[src/rtl/div_unit.sv]
`default_nettype none
// +----------------------------------------------------------------------------+
// | div_unit : iterative restoring divider (DIV/DIVU), quotient->LO, rem->HI   |
// | Revision : 1.0                                                             |
// +----------------------------------------------------------------------------+
module div_unit #(
    parameter int WIDTH = 32
) (
    input  logic             clk,
    input  logic             rst_n,
    input  logic             start_i,
    input  logic             signed_div_i,
    input  logic             cancel_i,
    input  logic [WIDTH-1:0] a_i,
    input  logic [WIDTH-1:0] b_i,
    output logic             stall_o,
    output logic             valid_o,
    output logic             div_by_zero_o,
    output logic [WIDTH-1:0] quotient_o,
    output logic [WIDTH-1:0] remainder_o
);

    localparam int CW = $clog2(WIDTH + 1);

    typedef enum logic [1:0] {
        IDLE = 2'd0,
        BUSY = 2'd1,
        DONE = 2'd2
    } state_t;

    state_t           state_q;
    logic [CW-1:0]    cnt_q;
    logic [WIDTH-1:0] rem_q;
    logic [WIDTH-1:0] quo_q;
    logic [WIDTH-1:0] dvs_q;
    logic             neg_quo_q;
    logic             neg_rem_q;
    logic             valid_q;
    logic             dbz_q;
    logic [WIDTH-1:0] quot_res_q;
    logic [WIDTH-1:0] rem_res_q;

    logic             a_neg;
    logic             b_neg;
    logic [WIDTH-1:0] abs_a;
    logic [WIDTH-1:0] abs_b;
    logic [WIDTH:0]   trial;
    logic             fits;
    logic [WIDTH-1:0] rem_d;
    logic [WIDTH-1:0] quo_d;

    // quo_q doubles as the dividend shift register: its MSB feeds the partial remainder
    // while quotient bits enter from the bottom.
    always_comb begin
        a_neg = signed_div_i & a_i[WIDTH-1];
        b_neg = signed_div_i & b_i[WIDTH-1];
        abs_a = a_neg ? -a_i : a_i;
        abs_b = b_neg ? -b_i : b_i;
        trial = {rem_q, quo_q[WIDTH-1]};
        fits  = (trial >= {1'b0, dvs_q});
        rem_d = fits ? (trial[WIDTH-1:0] - dvs_q) : trial[WIDTH-1:0];
        quo_d = {quo_q[WIDTH-2:0], fits};
    end

    always_ff @(posedge clk or negedge rst_n) begin
        if (!rst_n) begin
            state_q    <= IDLE;
            cnt_q      <= '0;
            rem_q      <= '0;
            quo_q      <= '0;
            dvs_q      <= '0;
            neg_quo_q  <= 1'b0;
            neg_rem_q  <= 1'b0;
            valid_q    <= 1'b0;
            dbz_q      <= 1'b0;
            quot_res_q <= '0;
            rem_res_q  <= '0;
        end else if (cancel_i) begin
            state_q <= IDLE;
            valid_q <= 1'b0;
            dbz_q   <= 1'b0;
        end else begin
            valid_q <= 1'b0;
            dbz_q   <= 1'b0;
            case (state_q)
                IDLE: begin
                    if (start_i) begin
                        if (b_i == '0) begin
                            state_q    <= DONE;
                            valid_q    <= 1'b1;
                            dbz_q      <= 1'b1;
                            quot_res_q <= '1;
                            rem_res_q  <= a_i;
                        end else begin
                            state_q   <= BUSY;
                            cnt_q     <= CW'(WIDTH);
                            rem_q     <= '0;
                            quo_q     <= abs_a;
                            dvs_q     <= abs_b;
                            neg_quo_q <= a_neg ^ b_neg;
                            neg_rem_q <= a_neg;
                        end
                    end
                end
                BUSY: begin
                    rem_q <= rem_d;
                    quo_q <= quo_d;
                    cnt_q <= cnt_q - CW'(1);
                    if (cnt_q == CW'(1)) begin
                        state_q    <= DONE;
                        valid_q    <= 1'b1;
                        quot_res_q <= neg_quo_q ? -quo_d : quo_d;
                        rem_res_q  <= neg_rem_q ? -rem_d : rem_d;
                    end
                end
                DONE:    state_q <= IDLE;
                default: state_q <= IDLE;
            endcase
        end
    end

    assign stall_o       = ((state_q == IDLE) & start_i & ~cancel_i) | (state_q == BUSY);
    assign valid_o       = valid_q;
    assign div_by_zero_o = dbz_q;
    assign quotient_o    = quot_res_q;
    assign remainder_o   = rem_res_q;

endmodule
`default_nettype wire

[config.mk]
export PLATFORM = sky130hd
export DESIGN_NAME = div_unit
export DESIGN_NICKNAME = d
export VERILOG_FILES = /design/src/rtl/div_unit.sv
export SDC_FILE = /design/constraint.sdc
export NUM_CORES = 1
export LEC_CHECK = 0
export CAP_MARGIN = 20
export CORE_MARGIN = 2
export CORE_UTILIZATION = 35
export CTS_CLUSTER_DIAMETER = 150
export CTS_CLUSTER_SIZE = 16
export DETAILED_ROUTE_END_ITERATION = 8
export GPL_ROUTABILITY_DRIVEN = 0
export PLACE_DENSITY = 0.58
export SLEW_MARGIN = 20
export SYNTH_ARGS = -nofsm -noshare
export SYNTH_HDL_FRONTEND = slang
export SYNTH_SLANG_ARGS = --single-unit
[constraint.sdc]
create_clock -name clk -period 16.5 [get_ports clk]
set_input_delay 1.65 -clock clk [delete_from_list [all_inputs] [get_ports clk]]
set_output_delay 1.65 -clock clk [all_outputs]
set_load 0.01 [all_outputs]
### Yosys cells after proc, flatten, opt, wreduce, memory -nomap -nowiden

Index checks and enable logic that the tools add are counted.
W data, S select, Z words.

| word-level totals | value |
|---|---|
| flip-flop bits (word level) | 172 |
| logic and storage cells | 75 |
| output and inout port bits | 67 |
| input port bits | 69 |

| cells by class | value |
|---|---|
| bitwise gates (word level) | 8 |
| equal/unequal tests | 8 |
| order comparisons | 1 |
| add/sub/neg operators | 6 |
| muxes and demuxes | 34 |
| reduce and logical (&&, ||, !) cells | 7 |

Operators with widths:

| kind | count |
|---|---|
| $mux W32 | 15 |
| $pmux W32 S2 | 4 |
| $neg A32 Y32 | 4 |
| $ge A33 B32 Y1 | 1 |
| $logic_not A32 Y1 | 1 |
| $sub A32 B32 Y32 | 1 |
| $mux W6 | 2 |
| $pmux W6 S2 | 1 |
| $mux W2 | 4 |
| $ne A2 B2 Y1 const B | 4 |
| $reduce_and A4 Y1 | 2 |
| $eq A6 B1 Y1 const B | 1 |
| $mux W1 | 6 |
| $ne A3 B3 Y1 const B | 2 |
| $sub A6 B1 Y6 const B | 1 |
| $reduce_and A5 Y1 | 1 |
| $and A1 B1 Y1 | 4 |
| $pmux W2 S2 | 1 |
| $eq A2 B1 Y1 const B | 1 |
| $logic_not A2 Y1 | 1 |
| $not A1 Y1 | 2 |
| $pmux W1 S2 | 1 |
| $reduce_and A2 Y1 | 1 |
| $reduce_bool A2 Y1 | 1 |
| 2 further kinds | 2 |

### Longest topological paths before layout

| logic depth | value |
|---|---|
| depth after elaboration | 6 |
| gate-level depth with buffers | 24 |
| mapped depth without buffers | 20 |

### Worst setup path after synthesis

OpenSTA, ideal clock, no wires.

| path | value |
|---|---|
| path type | reg-to-reg |
| start | register rem_q[2] |
| end | register rem_res_q[30], in the netlist remainder_o[30] |
| data required time | 16.362 ns |
| setup time | 0.138 ns |
| path slack | 11.301 ns |
| clock period less this slack | 5.199 ns |
| buffers on the path | 2 |
| arrival | 5.061 ns |
| cell stages (with the launch flop) | 22 |
| cells stage by stage | dfrtp_1 ha_1 a21o_1 a21o_1 o211a_1 o31ai_4 nand2_2 inv_2 buf_1 buf_1 mux2i_1 ha_1 nand2_1 a221oi_1 o21ai_0 a21oi_1 a41oi_1 o21bai_1 or4b_1 o31ai_1 xnor2_1 o22ai_1 |

| between the ends | value |
|---|---|
| word-level cells in the longest chain between the ends | 6 |
| elaborated cells on any way between the ends | 7 |
| those cells by class | add/sub: 2; order compare: 1; mux: 4 |

Ends and longest elaborated chain:

| element | RTL line | RTL |
|---|---|---|
| start, declared | 33 | `logic [WIDTH-1:0] rem_q;` |
| start signal, assigned | 106 | `rem_q <= rem_d;` |
| $sub A32 B32 Y32 / $ge A33 B32 Y1 (equally long branches) | 61, 60 |  |
| $mux W32 (*) | 61 | `rem_d = fits ? (trial[WIDTH-1:0] - dvs_q) : trial[WIDTH-1:0];` |
| $neg A32 Y32 | 113 | `rem_res_q <= neg_rem_q ? -rem_d : rem_d;` |
| $mux W32 (*) | 113 |  |
| $mux W32 (*) | 109 | `if (cnt_q == CW'(1)) begin` |
| $pmux W32 S2 (*) | 85 | `case (state_q)` |
| end signal, assigned | 93 | `rem_res_q <= a_i;` |
| end signal, assigned | 113 |  |
| end, declared | 41 | `logic [WIDTH-1:0] rem_res_q;` |

Every way passes the cells marked *; elsewhere a longest branch is shown, timed or not. The select of a mux whose other input is x is not followed.
A chain may end at the register's enable or synchronous reset.

### Worst setup path in the final report

| path | value |
|---|---|
| start | input port b_i[1] |
| end | register rem_res_q[15], in the netlist remainder_o[15] |

| between the ends | value |
|---|---|
| word-level cells in the longest chain between the ends | 3 |

Ends and longest elaborated chain:

| element | RTL line | RTL |
|---|---|---|
| start, declared | 15 | `input logic [WIDTH-1:0] b_i,` |
| $logic_not A32 Y1 | 88 | `if (b_i == '0) begin` |
| $ne A2 B2 Y1 (no source line) | n/a |  |
| $reduce_and A5 Y1 (no source line) | n/a |  |

Every way passes these cells.

==> out/metrics.csv <==
metric,value,unit
Post-DP HPWL,27.0,mm
GR Overflow Total,0,
global-route track usage on met3,2.43,%
RSZ-0062 raised after global routing,no,
crit path kind,in2reg,
synthesized area per cell,7.85,um2
TNS Setup,0,ns
Reg power frac,25.7,%
Post-Route WL,35.8,mm
Row Count,68,
Iter 0 DRT Violations,865,
initial core utilization,35.7,%
# hold bufs at CTS,0,
fillers,3448,
VDD IR-drop max,0.120,mV
H-Tree Depth,4,
gr usage total,19.8,%
initial antenna violation count,0,
Power Density,184,nW/um2
CTS tree,yes,
Pins Over Slew Limit,0,
DRC,0,
busiest layer in global routing,met2,
CP Launch Type,input pin,
Worst Clk Skew,0.0169,ns
period utilization,36.9,%
Slew HR,29.2,%
Power Total,2.69,mW
largest net degree at the start of global routing,104,
FF+latch area,4300,um2
cts repair resizes,0,
mean routed wirelength per cell,16.9,um
Ys Warns,0,
DRT antenna net count,0,
Synth Net Count,1682,
vias in the first global route,10700,
Area Growth Syn to Fin,18.1,%
Yosys reg bits,172,
post-route minimum period,6.09,ns
synthesized area,12400,um2
DIE AREA,36800,um2
GR Util met1,29.5,%
Worst-Skew Late Latency,0.44,ns
CTS sink cnt,172,
grt met2 use,30.6,%
CTS Buf Count,17,
internal power,1.41,mW
"Async S/R FF share, synth",100,%
element type at the critical path end,flip-flop,
worst endpoint required time,16.84,ns
critical path data arrival time,6.43,ns
Post-Syn Instances,1574,
final hold vios,0,
Max Fclk,164,MHz
clock-pin slew on the worst setup and hold paths,0.08,ns
R2R Setup Slk,10.44,ns
nets,1754,
Max clock buf depth,2,
setup bufs post-CTS,0,
Root Buffer,clkbuf_16,
Die Y,192,um
worst slew pin tran,1.06,ns
Gate power share,59.2,%
register area share after synthesis,34.8,%
via count,11400,
# diodes,0,
Core Region,34600,um2
first-pass GRT wire length,58.1,mm
Post-synth EDFFs,0,
post-synth cell types,76,
Min-Delay Path Class,reg2reg,
NetSw,1.28,mW
Switching Share,47.7,%
Via density,5.40,
status,finished clean,
endpoints failing setup,0,
drt first pass iters,5,
# IOs,136,
Multi-input gate area,7490,um2
IO Port Bufs,135,
highest fanout seen on the critical path,62,
dominant register cell in the synthesized netlist,dfrtp_1,
Pleak,6.11,nW
Max-Cap Viols,0,
Clk pwr share,15.1,%
DIE WIDTH,192,um
share of layout cells above drive strength 1,3.92,%
## metrics by stage
| stage | hold slack [ns] | utilization, % | cells | cell area [um2] | setup WS (ns) |
|---|---|---|---|---|---|
| floorplan | 0.450 | - | 1574 | 12400 | 11.30 |
| global placement | 0.467 | 40.4 | 2082 | 14000 | 10.09 |
| detailed placement | 0.479 | 40.4 | 2082 | 14000 | 9.99 |
| CTS | 0.498 | 42.1 | 2114 | 14600 | 10.45 |
| global route | 0.534 | 42.1 | 2114 | 14600 | 9.91 |
| finish | 0.491 | 42.1 | 2114 | 14600 | 10.41 |
## kinds of logic (layout without fill, tap and decap cells)
| group | Yosys count | after routing | share of synthesized area (%) |
|---|---|---|---|
| simple gates | 566 | 566 | 21.3 |
| compound gates | 494 | 494 | 23.9 |
| flops | 172 | 172 | 34.8 |
| buf+inv | 149 | 234 | 4.82 |
| xor+xnor | 132 | 132 | 9.36 |
| fa+ha+maj | 39 | 39 | 4.01 |
| mux | 22 | 22 | 1.81 |
## synthesized netlist by cell type (all sizes together), types with 4 or more instances
cell type | n | area (um2)
o21bai | 4 | 30.0
a31oi | 14 | 87.6
a211oi | 10 | 87.6
or3 | 20 | 130
a41oi | 4 | 35.0
a21o | 14 | 105
dfrtp | 172 | 4300
and3 | 14 | 88.8
nand2 | 220 | 828
nor4 | 21 | 131
o41ai | 10 | 95.1
o21a | 6 | 45.0
a22o | 9 | 78.8
or4 | 17 | 135
nor2b | 8 | 50.1
and2 | 11 | 71.3
nand4 | 17 | 106
xor2 | 76 | 666
mux2i | 19 | 190
o31a | 4 | 35.0
o22ai | 7 | 43.8
ha | 38 | 475
nor2 | 151 | 567
nand2b | 12 | 75.1
o211ai | 13 | 97.6
xnor2 | 56 | 490
nand3 | 27 | 135
o31ai | 31 | 260
inv | 59 | 221
o21ai | 169 | 846
clkbuf | 62 | 235
nor3 | 27 | 135
buf | 28 | 139
nor3b | 5 | 37.5
a21oi | 171 | 856
## state kept, by name, indices dropped and copies added (netlist names)
name,cells
dvs_q,32
quo_q,32
quotient_o,32
rem_q,32
remainder_o,32
cnt_q,6
state_q,2
div_by_zero_o,1
neg_quo_q,1
neg_rem_q,1
valid_o,1
## area by class of cell
cell class / instances / share of cell area, %
Tap cell: 455 / 3.90
Multi-Input combinational cell: 1253 / 51.4
Inverter: 59 / 1.52
Clock buffer: 19 / 3.04
Timing Repair Buffer: 143 / 9.68
Sequential cell: 172 / 29.5
Clock inverter: 13 / 1.00
## final timing paths
kind	start	end	cells after the start
worst max-delay path	b_i[1]	remainder_o[15]	15
worst max register to register	rem_q[15]	remainder_o[30]	20
max in group asynchronous	rst_n	dvs_q[16]	2
worst min-delay path	dvs_q[27]	dvs_q[27]	2
min in group asynchronous	rst_n	quotient_o[5]	1
worst min register to register	dvs_q[27]	dvs_q[27]	2
## metal layers
| metal | wire [um] | part of all wire [%] |
|---|---|---|
| met1 | 18100 | 51 |
| met2 | 15400 | 43 |
| met3 | 1890 | 5.3 |
| met4 | 409 | 1.1 |
| met5 | 0 | 0 |
## critical path, stage by stage
cell and delay (ns):
clkdlybuf4s50_1 0.45, inv_1 0.09, ha_1 0.16, or3b_2 0.46, nor3_1 0.26, nand2_1 0.15
nor2_1 0.42, nand2_1 0.21, or3_1 0.55, nor3b_1 0.38, o21ai_4 0.31, inv_2 0.11
buf_4 0.52, nand2_1 0.40, o211ai_1 0.27
## power groups by stage
stage / Combinational, mW / Sequential (mW) / Clock, mW
floorplan: 1.11 / 0.673 / 0
global placement: 1.55 / 0.696 / 0
detailed placement: 1.57 / 0.698 / 0
CTS: 1.58 / 0.690 / 0.414
global route: 1.77 / 0.712 / 0.430
finish: 1.59 / 0.692 / 0.405
## layout by cell type (no fill, tap or decap), types with 15 or more instances in the layout
master,synthesis,layout
nand2_1,219,218
dfrtp_1,172,172
a21oi_1,171,171
o21ai_0,166,166
nor2_1,151,149
clkdlybuf4s50_1,0,134
xor2_1,76,76
inv_1,57,57
xnor2_1,56,56
ha_1,38,38
o31ai_1,29,29
nand3_1,27,27
nor3_1,27,27
nor4_1,21,21
mux2i_1,19,19
or3_1,19,19
nand4_1,17,17
clkbuf_16,0,17
or4_1,15,15
Power figures use the tool's default switching activity.
